$ cat src/rtl/apb_master_arbiter.sv
// rtl/apb_master_arbiter.sv - two-requester round-robin APB master with ACCESS-phase watchdog
// Grants one local command at a time, runs SETUP/ACCESS, and returns rdata/err to the winner.
module apb_master_arbiter #(
    parameter int AW      = 32,
    parameter int DW      = 32,
    parameter int TIMEOUT = 16
) (
    input  logic            pclk,
    input  logic            presetn,
    input  logic [1:0]      req_valid,
    input  logic [1:0]      req_write,
    input  logic [2*AW-1:0] req_addr,
    input  logic [2*DW-1:0] req_wdata,
    output logic [1:0]      req_accept,
    output logic [1:0]      rsp_valid,
    output logic [DW-1:0]   rsp_rdata,
    output logic            rsp_err,
    output logic            rsp_timeout,
    output logic            psel,
    output logic            penable,
    output logic            pwrite,
    output logic [AW-1:0]   paddr,
    output logic [DW-1:0]   pwdata,
    input  logic [DW-1:0]   prdata,
    input  logic            pready,
    input  logic            pslverr
);

    typedef enum logic [1:0] {
        IDLE   = 2'd0,
        SETUP  = 2'd1,
        ACCESS = 2'd2
    } state_t;

    state_t     state;
    logic       rr_ptr;
    logic       owner;
    logic [7:0] wdog;
    logic       win;

    // rr_ptr only breaks ties; a lone requester always wins.
    always_comb begin
        win = (req_valid == 2'b11) ? rr_ptr : req_valid[1];
    end

    always_ff @(posedge pclk) begin
        if (!presetn) begin
            state       <= IDLE;
            rr_ptr      <= 1'b0;
            owner       <= 1'b0;
            wdog        <= '0;
            req_accept  <= '0;
            rsp_valid   <= '0;
            rsp_rdata   <= '0;
            rsp_err     <= 1'b0;
            rsp_timeout <= 1'b0;
            psel        <= 1'b0;
            penable     <= 1'b0;
            pwrite      <= 1'b0;
            paddr       <= '0;
            pwdata      <= '0;
        end else begin
            req_accept  <= '0;
            rsp_valid   <= '0;
            rsp_rdata   <= '0;
            rsp_err     <= 1'b0;
            rsp_timeout <= 1'b0;
            case (state)
                IDLE: begin
                    psel    <= 1'b0;
                    penable <= 1'b0;
                    if (|req_valid) begin
                        req_accept <= win ? 2'b10 : 2'b01;
                        owner      <= win;
                        rr_ptr     <= ~win;
                        pwrite     <= req_write[win];
                        paddr      <= win ? req_addr[2*AW-1:AW]  : req_addr[AW-1:0];
                        pwdata     <= win ? req_wdata[2*DW-1:DW] : req_wdata[DW-1:0];
                        psel       <= 1'b1;
                        state      <= SETUP;
                    end
                end
                SETUP: begin
                    penable <= 1'b1;
                    wdog    <= '0;
                    state   <= ACCESS;
                end
                ACCESS: begin
                    if (pready) begin
                        rsp_valid <= owner ? 2'b10 : 2'b01;
                        rsp_err   <= pslverr;
                        rsp_rdata <= (!pwrite && !pslverr) ? prdata : '0;
                        psel      <= 1'b0;
                        penable   <= 1'b0;
                        state     <= IDLE;
                    end else if (wdog == 8'(TIMEOUT - 1)) begin
                        rsp_valid   <= owner ? 2'b10 : 2'b01;
                        rsp_err     <= 1'b1;
                        rsp_timeout <= 1'b1;
                        psel        <= 1'b0;
                        penable     <= 1'b0;
                        state       <= IDLE;
                    end else begin
                        wdog <= wdog + 8'd1;
                    end
                end
                default: begin
                    psel    <= 1'b0;
                    penable <= 1'b0;
                    state   <= IDLE;
                end
            endcase
        end
    end

endmodule

$ cat config.mk
export PLATFORM = sky130hd
export DESIGN_NAME = apb_master_arbiter
export DESIGN_NICKNAME = d
export VERILOG_FILES = /design/src/rtl/apb_master_arbiter.sv
export SDC_FILE = /design/constraint.sdc
export NUM_CORES = 1
export LEC_CHECK = 0
export ABC_AREA = 1
export ABC_CLOCK_PERIOD_IN_PS = 4600
export BUFFER_PORTS_ARGS = -buffer_cell sky130_fd_sc_hd__buf_2
export CAP_MARGIN = 20
export CORE_MARGIN = 2
export CORE_UTILIZATION = 35
export CTS_BUF_LIST = sky130_fd_sc_hd__clkbuf_8
export CTS_CLUSTER_SIZE = 25
export DETAILED_ROUTE_END_ITERATION = 8
export PLACE_DENSITY = 0.77
export SYNTH_ARGS = -nofsm -noshare
export SYNTH_HDL_FRONTEND = slang
export SYNTH_SLANG_ARGS = --single-unit
$ cat constraint.sdc
create_clock -name pclk -period 4.6 [get_ports pclk]
set_clock_uncertainty 0.15 [all_clocks]
set_input_delay 0.46 -clock pclk [delete_from_list [all_inputs] [get_ports pclk]]
set_output_delay 0.46 -clock pclk [all_outputs]
set_load 0.01 [all_outputs]
==> results.toml, run 1 <==
[floorplan]
ioPinCount = 273
rows = 42
dieHeight_um = 119
start_util_pct = 35.4
coreArea_um2 = 13100
dieWidth_um = 119
dieArea_um2 = 14200

[cells_and_area]
fin_area_um2 = 6550
seqCellArea_um2 = 2340
drive_above_1_share_pct = 34.9
diodes = 0
multiInputGateArea_um2 = 1790
instances_no_fill = 1095
syn_to_final_growth_pct = 41.1
num-fill-cells = 1306
nets = 1075

[detailed_routing]
ant_nets = 0
vias = 4865
drt-vias-per-instance = 4.44
drtIter0Drc = 180
routed_wl_mm = 13.0
drc = 0
firstDrtPassIters = 5
routedWlPerCell_um = 11.8

[logic_synthesis]
synth_edf_count = 0
synth_top_family_by_area = "simple AND/OR/NAND/NOR gates"
seq_area_frac_synth_pct = 50.5
synthCells = 642
synth_xor_xnor_area_share_pct = 0
syn_area_per_cell_um2 = 7.22
synthAdderAreaFrac_pct = 0.270
yosysUniqueCellTypes = 26
synth-compound-area-share_pct = 7.29
synth_flop_cell = "dfxtp_1"
ys_ff_latch = 117
synth_area_um2 = 4640
yosysWarnings = 0
syn_nets = 811
postSynth.asyncResetShare_pct = 0
synth-simple-area-share_pct = 30.9
synthMuxAreaShare_pct = 0

[place]
port_buffers = 272
gp_congestion = 0.830
place_ws_ns = 2.17
place_area_um2 = 6070
place_inst = 1063
dp_hpwl_mm = 9.17

[sta]
rsz0062_at_grt = "false"
tightestPinTransition_ns = 0.970
maxSlewViolCount = 0
max_freq_mhz = 457
post-route-min-period_ns = 2.19
finalSetupViolations = 0
setup_ws_ns = 2.41
relSlewSlack_pct = 35.2
period_share_pct = 47.6
tns_ns = 0
hold_viol_final = 0

[setup_path]
worstPathArrival_ns = 2.39
path_class = "flip-flop to flip-flop"
crit_fanout = 36
cp-end-kind = "flip-flop"
start_kind = "flip-flop"
worstPathRequired_ns = 4.80

[clock_network]
cts_max_level = 4
clockBufferDepth = 2
cts_resized = 0
post-cts-setup-buffers = 0
ctsHoldBuffers = 0
cts_tree = "yes"
clkSlewWorstSetupHoldPaths_ns = 0.08
cts.sinks = 117
insertion_delay_ns = 0.43
numCtsBuffers = 17
cts_root_buf = "clkbuf_8"

[worst_hold_path]
hold_path.class = "input port to flip-flop"

[pwr]
p_switching_w = 0.000717
share_comb_of_total_power_pct = 15.5
p_total_w = 0.00263
internal_power_w = 0.00192
irDropWorstVdd_uv = 139
p_seq_share_pct = 42.6
leakagePower_nw = 3.71
p_sw_share_pct = 27.2
clkPwrFrac_pct = 41.9
pwr_density_cell_nw_per_um2 = 403

[global_route]
antenna_found_initial = 0
overflow = 0
grt_usage_pct = 18.1
grt_max_degree = 70
first_global_vias = 4622
grt_pass1_wl_mm = 20.5

[job]
cap_viol_max_count = 0

[outcome]
status = "finished, final reports clean"
==> registers in the layout, indices dropped and copies added (netlist names), 2 cells and up <==
name        cells
paddr          32
req_accept      2
rsp_rdata      32
wdog            8
state           2
rsp_valid       2
pwdata         32
==> cell usage after synthesis, types with 2 or more instances <==
master | n | share of area [%]
nand2_1 | 240 | 19
dfxtp_1 | 117 | 51
inv_1 | 83 | 6.7
nor2_1 | 52 | 4.2
nand3_1 | 47 | 5.1
a31oi_1 | 20 | 2.7
buf_2 | 15 | 1.6
a21oi_1 | 14 | 1.5
a22oi_1 | 11 | 1.8
clkbuf_1 | 9 | 0.73
buf_6 | 6 | 1.5
o21ai_0 | 5 | 0.54
nor2_4 | 4 | 0.97
inv_2 | 3 | 0.24
nand4_1 | 3 | 0.40
nor3_1 | 2 | 0.22
o21ai_1 | 2 | 0.22
==> stage by stage <==
| stage | util (%) | hold slack [ns] |
|---|---|---|
| global placement | 46.4 | 0.288 |
| finish | 50.0 | 0.0800 |
| CTS | 50.0 | 0.0455 |
| detailed placement | 46.4 | 0.293 |
| global route | 50.0 | 0.0573 |
| floorplan | - | 0.264 |
==> cells in the final DEF (no fill, tap or decap), types with 2 or more instances in the layout <==
cell type  instances
a31oi_1           20
buf_4              5
inv_6              3
a21oi_1           14
nor2_1            52
buf_2            272
inv_2              3
clkbuf_8          18
bufinv_16          5
nor2_4             5
clkinv_4           4
a22oi_1           11
dfxtp_1          117
nand4_1            3
nand3_1           47
o21ai_0            5
nor3_1             2
o21ai_1            2
nand2_1          240
inv_1             83
==> worst paths after layout <==
| kind | startpoint | endpoint | slack [ns] | depth (start not counted) |
|---|---|---|---|---|
| worst max-delay path | state[1] | pwdata[11] | 2.41 | 6 |
| worst min-delay path | req_wdata[15] | pwdata[15] | 0.08 | 3 |
| worst max register to register | state[1] | pwdata[11] | 2.41 | 6 |
| worst min register to register | owner | rsp_valid[1] | 0.30 | 2 |
==> routing by layer <==
| layer | track usage (%) | up-vias | share of wire, % | routed length (µm) |
|---|---|---|---|---|
| met1 | 19.8 | 2141 | 41 | 5360 |
| li1 | - | 2496 | - | - |
| met4 | 8.48 | 0 | 1.6 | 213 |
| met5 | 0 | - | 0 | 0 |
| met3 | 5.51 | 22 | 7.9 | 1020 |
| met2 | 31.8 | 206 | 49 | 6370 |
==> power groups by stage <==
stage | Sequential (W) | Clock (W) | Combinational [W]
final | 0.00112 | 0.00110 | 0.000409
after global placement | 0.00114 | 0 | 0.000409
after CTS | 0.00112 | 0.00113 | 0.000415
after global routing | 0.00113 | 0.00118 | 0.000462
after floorplan | 0.00117 | 0 | 0.000209
after detailed placement | 0.00114 | 0 | 0.000414
==> cell type report <==
type	instances	share of cell area, %
Clock buffer	18	3.79
Clock inverter	14	3.42
Inverter	86	4.93
Multi-Input combinational cell	407	27.3
Sequential cell	117	35.8
Tap cell	176	3.36
Timing Repair Buffer	277	21.4
==> worst max-delay path, stage by stage (launching register included) <==
cell and delay [ns]:
dfxtp_1 0.39, nor2_4 0.17, inv_2 0.06, nor2_4 0.54, buf_4 0.50, nand2_1 0.10
a31oi_1 0.19
==> logic make-up after synthesis <==
logic type / after synthesis
simple gates: 352
buf+inv: 118
flops: 117
compound gates: 54
fa+ha+maj: 1
Power figures use the tool's default switching activity.
==> run 2: changes to the inputs <==
--- a/config.mk
+++ b/config.mk
@@ -6,7 +6,7 @@
 export NUM_CORES = 1
 export LEC_CHECK = 0
 export ABC_AREA = 1
-export ABC_CLOCK_PERIOD_IN_PS = 4600
+export ABC_CLOCK_PERIOD_IN_PS = 2100
 export BUFFER_PORTS_ARGS = -buffer_cell sky130_fd_sc_hd__buf_2
 export CAP_MARGIN = 20
 export CORE_MARGIN = 2
==> constraint.sdc (replaced) <==
create_clock -name pclk -period 2.1 [get_ports pclk]
set_clock_uncertainty 0.15 [all_clocks]
set_input_delay 0.21 -clock pclk [delete_from_list [all_inputs] [get_ports pclk]]
set_output_delay 0.21 -clock pclk [all_outputs]
set_load 0.01 [all_outputs]
==> run 2 against run 1 <==
  * Design area is 26% higher
  * Via count is 26% higher
  * Fmax is 9.6% higher
  * Routed wire length is 48% higher
  * Clock power is 110% higher
  * First-iteration DRC count grew to 3.1 times the previous value
  * Global-route usage is 7.7 points higher
  * Sequential power is 120% higher
  * Largest power group unchanged
  * Highest routed layer unchanged
==> results.toml, run 2 (same netlist as run 1, synthesis figures left out) <==
[cells_and_area]
num-fill-cells = 980
fin_area_um2 = 8270
top_regs = "paddr: 32 flops, pwdata: 32 flops, rsp_rdata: 32 flops"
mostFrequentLayoutCell = "buf_2"
seqCellArea_um2 = 2340
syn_to_final_growth_pct = 78.4
nets = 1247
multiInputGateArea_um2 = 1800
final_cell_mix = "272 x buf_2, 240 x nand2_1, 164 x dlygate4sd3_1"
drive_above_1_share_pct = 30.2

[place]
place_ws_ns = 0.325
port_buffers = 272
place_area_um2 = 6120
gp_congestion = 0.874
dp_hpwl_mm = 9.30

[pwr]
p_seq_share_pct = 40.9
internal_power_w = 0.00432
p_sw_share_pct = 28.2
leakagePower_nw = 4.43
clkPwrFrac_pct = 38.2
share_comb_of_total_power_pct = 20.9
p_switching_w = 0.00170
pwr_density_cell_nw_per_um2 = 728
p_total_w = 0.00602
irDropWorstVdd_uv = 352

[clock_network]
insertion_delay_ns = 0.44
numCtsBuffers = 17
clockBufferDepth = 2
cts_max_level = 4
clkSlewWorstSetupHoldPaths_ns = 0.07
cts_root_buf = "clkbuf_8"
cts.sinks = 117
cts_tree = "yes"

[floorplan]
dieWidth_um = 119
start_util_pct = 35.4
ioPinCount = 273
dieArea_um2 = 14200
coreArea_um2 = 13100
dieHeight_um = 119
rows = 42

[setup_path]
cp_cell_sequence = "nor2_4, inv_2, nor2_4, buf_12, a22oi_1, o21ai_0, dlygate4sd3_1"
critPathSlowestCell = "dlygate4sd3_1"
path_class = "flip-flop to flip-flop"
cpMostUsedCell = "nor2_4"
worstPathRequired_ns = 2.33
cp_slowest_stage_delay_ns = 0.55
crit_fanout = 17
start_kind = "flip-flop"
worstPathArrival_ns = 2.23
cp-end-kind = "flip-flop"

[sta]
finalSetupViolations = 0
maxSlewViolCount = 0
tightestPinTransition_ns = 0.498
period_share_pct = 95.1
hold_viol_final = 0
relSlewSlack_pct = 66.8
post-route-min-period_ns = 2.00
whs_ns = 0.0735
max_freq_mhz = 501
setup_ws_ns = 0.103

[job]
cap_viol_max_count = 0

[global_route]
grt_max_degree = 67
grt_pass1_wl_mm = 28.9
grt_usage_pct = 25.8
overflow = 0
antenna_found_initial = 2
first_global_vias = 6156

[detailed_routing]
drc = 0
drt-vias-per-instance = 4.81
firstDrtPassIters = 7
vias = 6107
routed_wl_mm = 19.1
ant_nets = 0
drtIter0Drc = 561
routedWlPerCell_um = 15.1

[worst_hold_path]
hold_path.class = "input port to flip-flop"

[outcome]
status = "finished, final reports clean"
==> run 2: cell count changes in the layout (fill, tap and decap cells not counted), sizes merged, moves of 2 or more <==
cell,change
buf,+5
clkbuf,+3
clkinvlp,+2
diode,+2
dlygate4sd3,+164
inv,-3
==> run 2: layout make-up <==
class                      count  area share [%]
clock inverter                13            2.18
timing repair buffer         448            38.0
multi-input combinational    408            21.7
inverter                      86            3.90
antenna                        2          0.0605
sequential                   117            28.3
tap                          176            2.66
clock buffer                  19            3.16
==> run 2: per-stage QoR <==
step	instances	setup TNS [ns]	utilization, %
after floorplan	642	0	-
after global placement	1067	0	46.7
after detailed placement	1067	0	46.7
after CTS	1263	0	62.7
after global routing	1269	-0.00101	63.2
final	1269	0	63.2
==> run 2: routing by layer <==
layer | share of wire, % | GRT usage [%] | vias up | wire [µm]
li1 | - | - | 2850 | -
met4 | 5.7 | 17.3 | 0 | 1080
met5 | 0 | 0 | - | 0
met3 | 9.0 | 8.05 | 105 | 1720
met1 | 36 | 26.2 | 2755 | 6950
met2 | 49 | 45.3 | 397 | 9390
==> run 2: worst paths after layout <==
| kind | depth (start not counted) | from | slack (ns) | end |
|---|---|---|---|---|
| setup / recovery | 7 | state[0] | 0.10 | pwdata[15] |
| hold / removal | 3 | presetn | 0.07 | wdog[4] |
| setup reg to reg | 7 | state[0] | 0.10 | pwdata[15] |
| hold reg to reg | 1 | owner | 0.30 | rsp_valid[0] |
==> run 2: timing repair <==
item	CTS	global route
hold buffers	164	0
buffers inserted	0	1
hold endpoints to repair	102	0
endpoints found under the setup margin	0	1
gates resized for setup	0	1
==> run 2: power by group through the flow <==
stage | logic, W | clock network (W) | registers, W
floorplan | 0.000458 | 0 | 0.00256
finish | 0.00126 | 0.00230 | 0.00246
detailed placement | 0.000921 | 0 | 0.00250
global placement | 0.000905 | 0 | 0.00250
CTS | 0.00116 | 0.00233 | 0.00246
global route | 0.00137 | 0.00245 | 0.00247
==> run 2: critical path, delay by kind of cell (launching register included) <==
kind,cells,cell delay [ns]
AOI/OAI and AO/OA,2,0.22
buffers and inverters,3,0.81
DFF,1,0.37
and+or+nand+nor,2,0.38
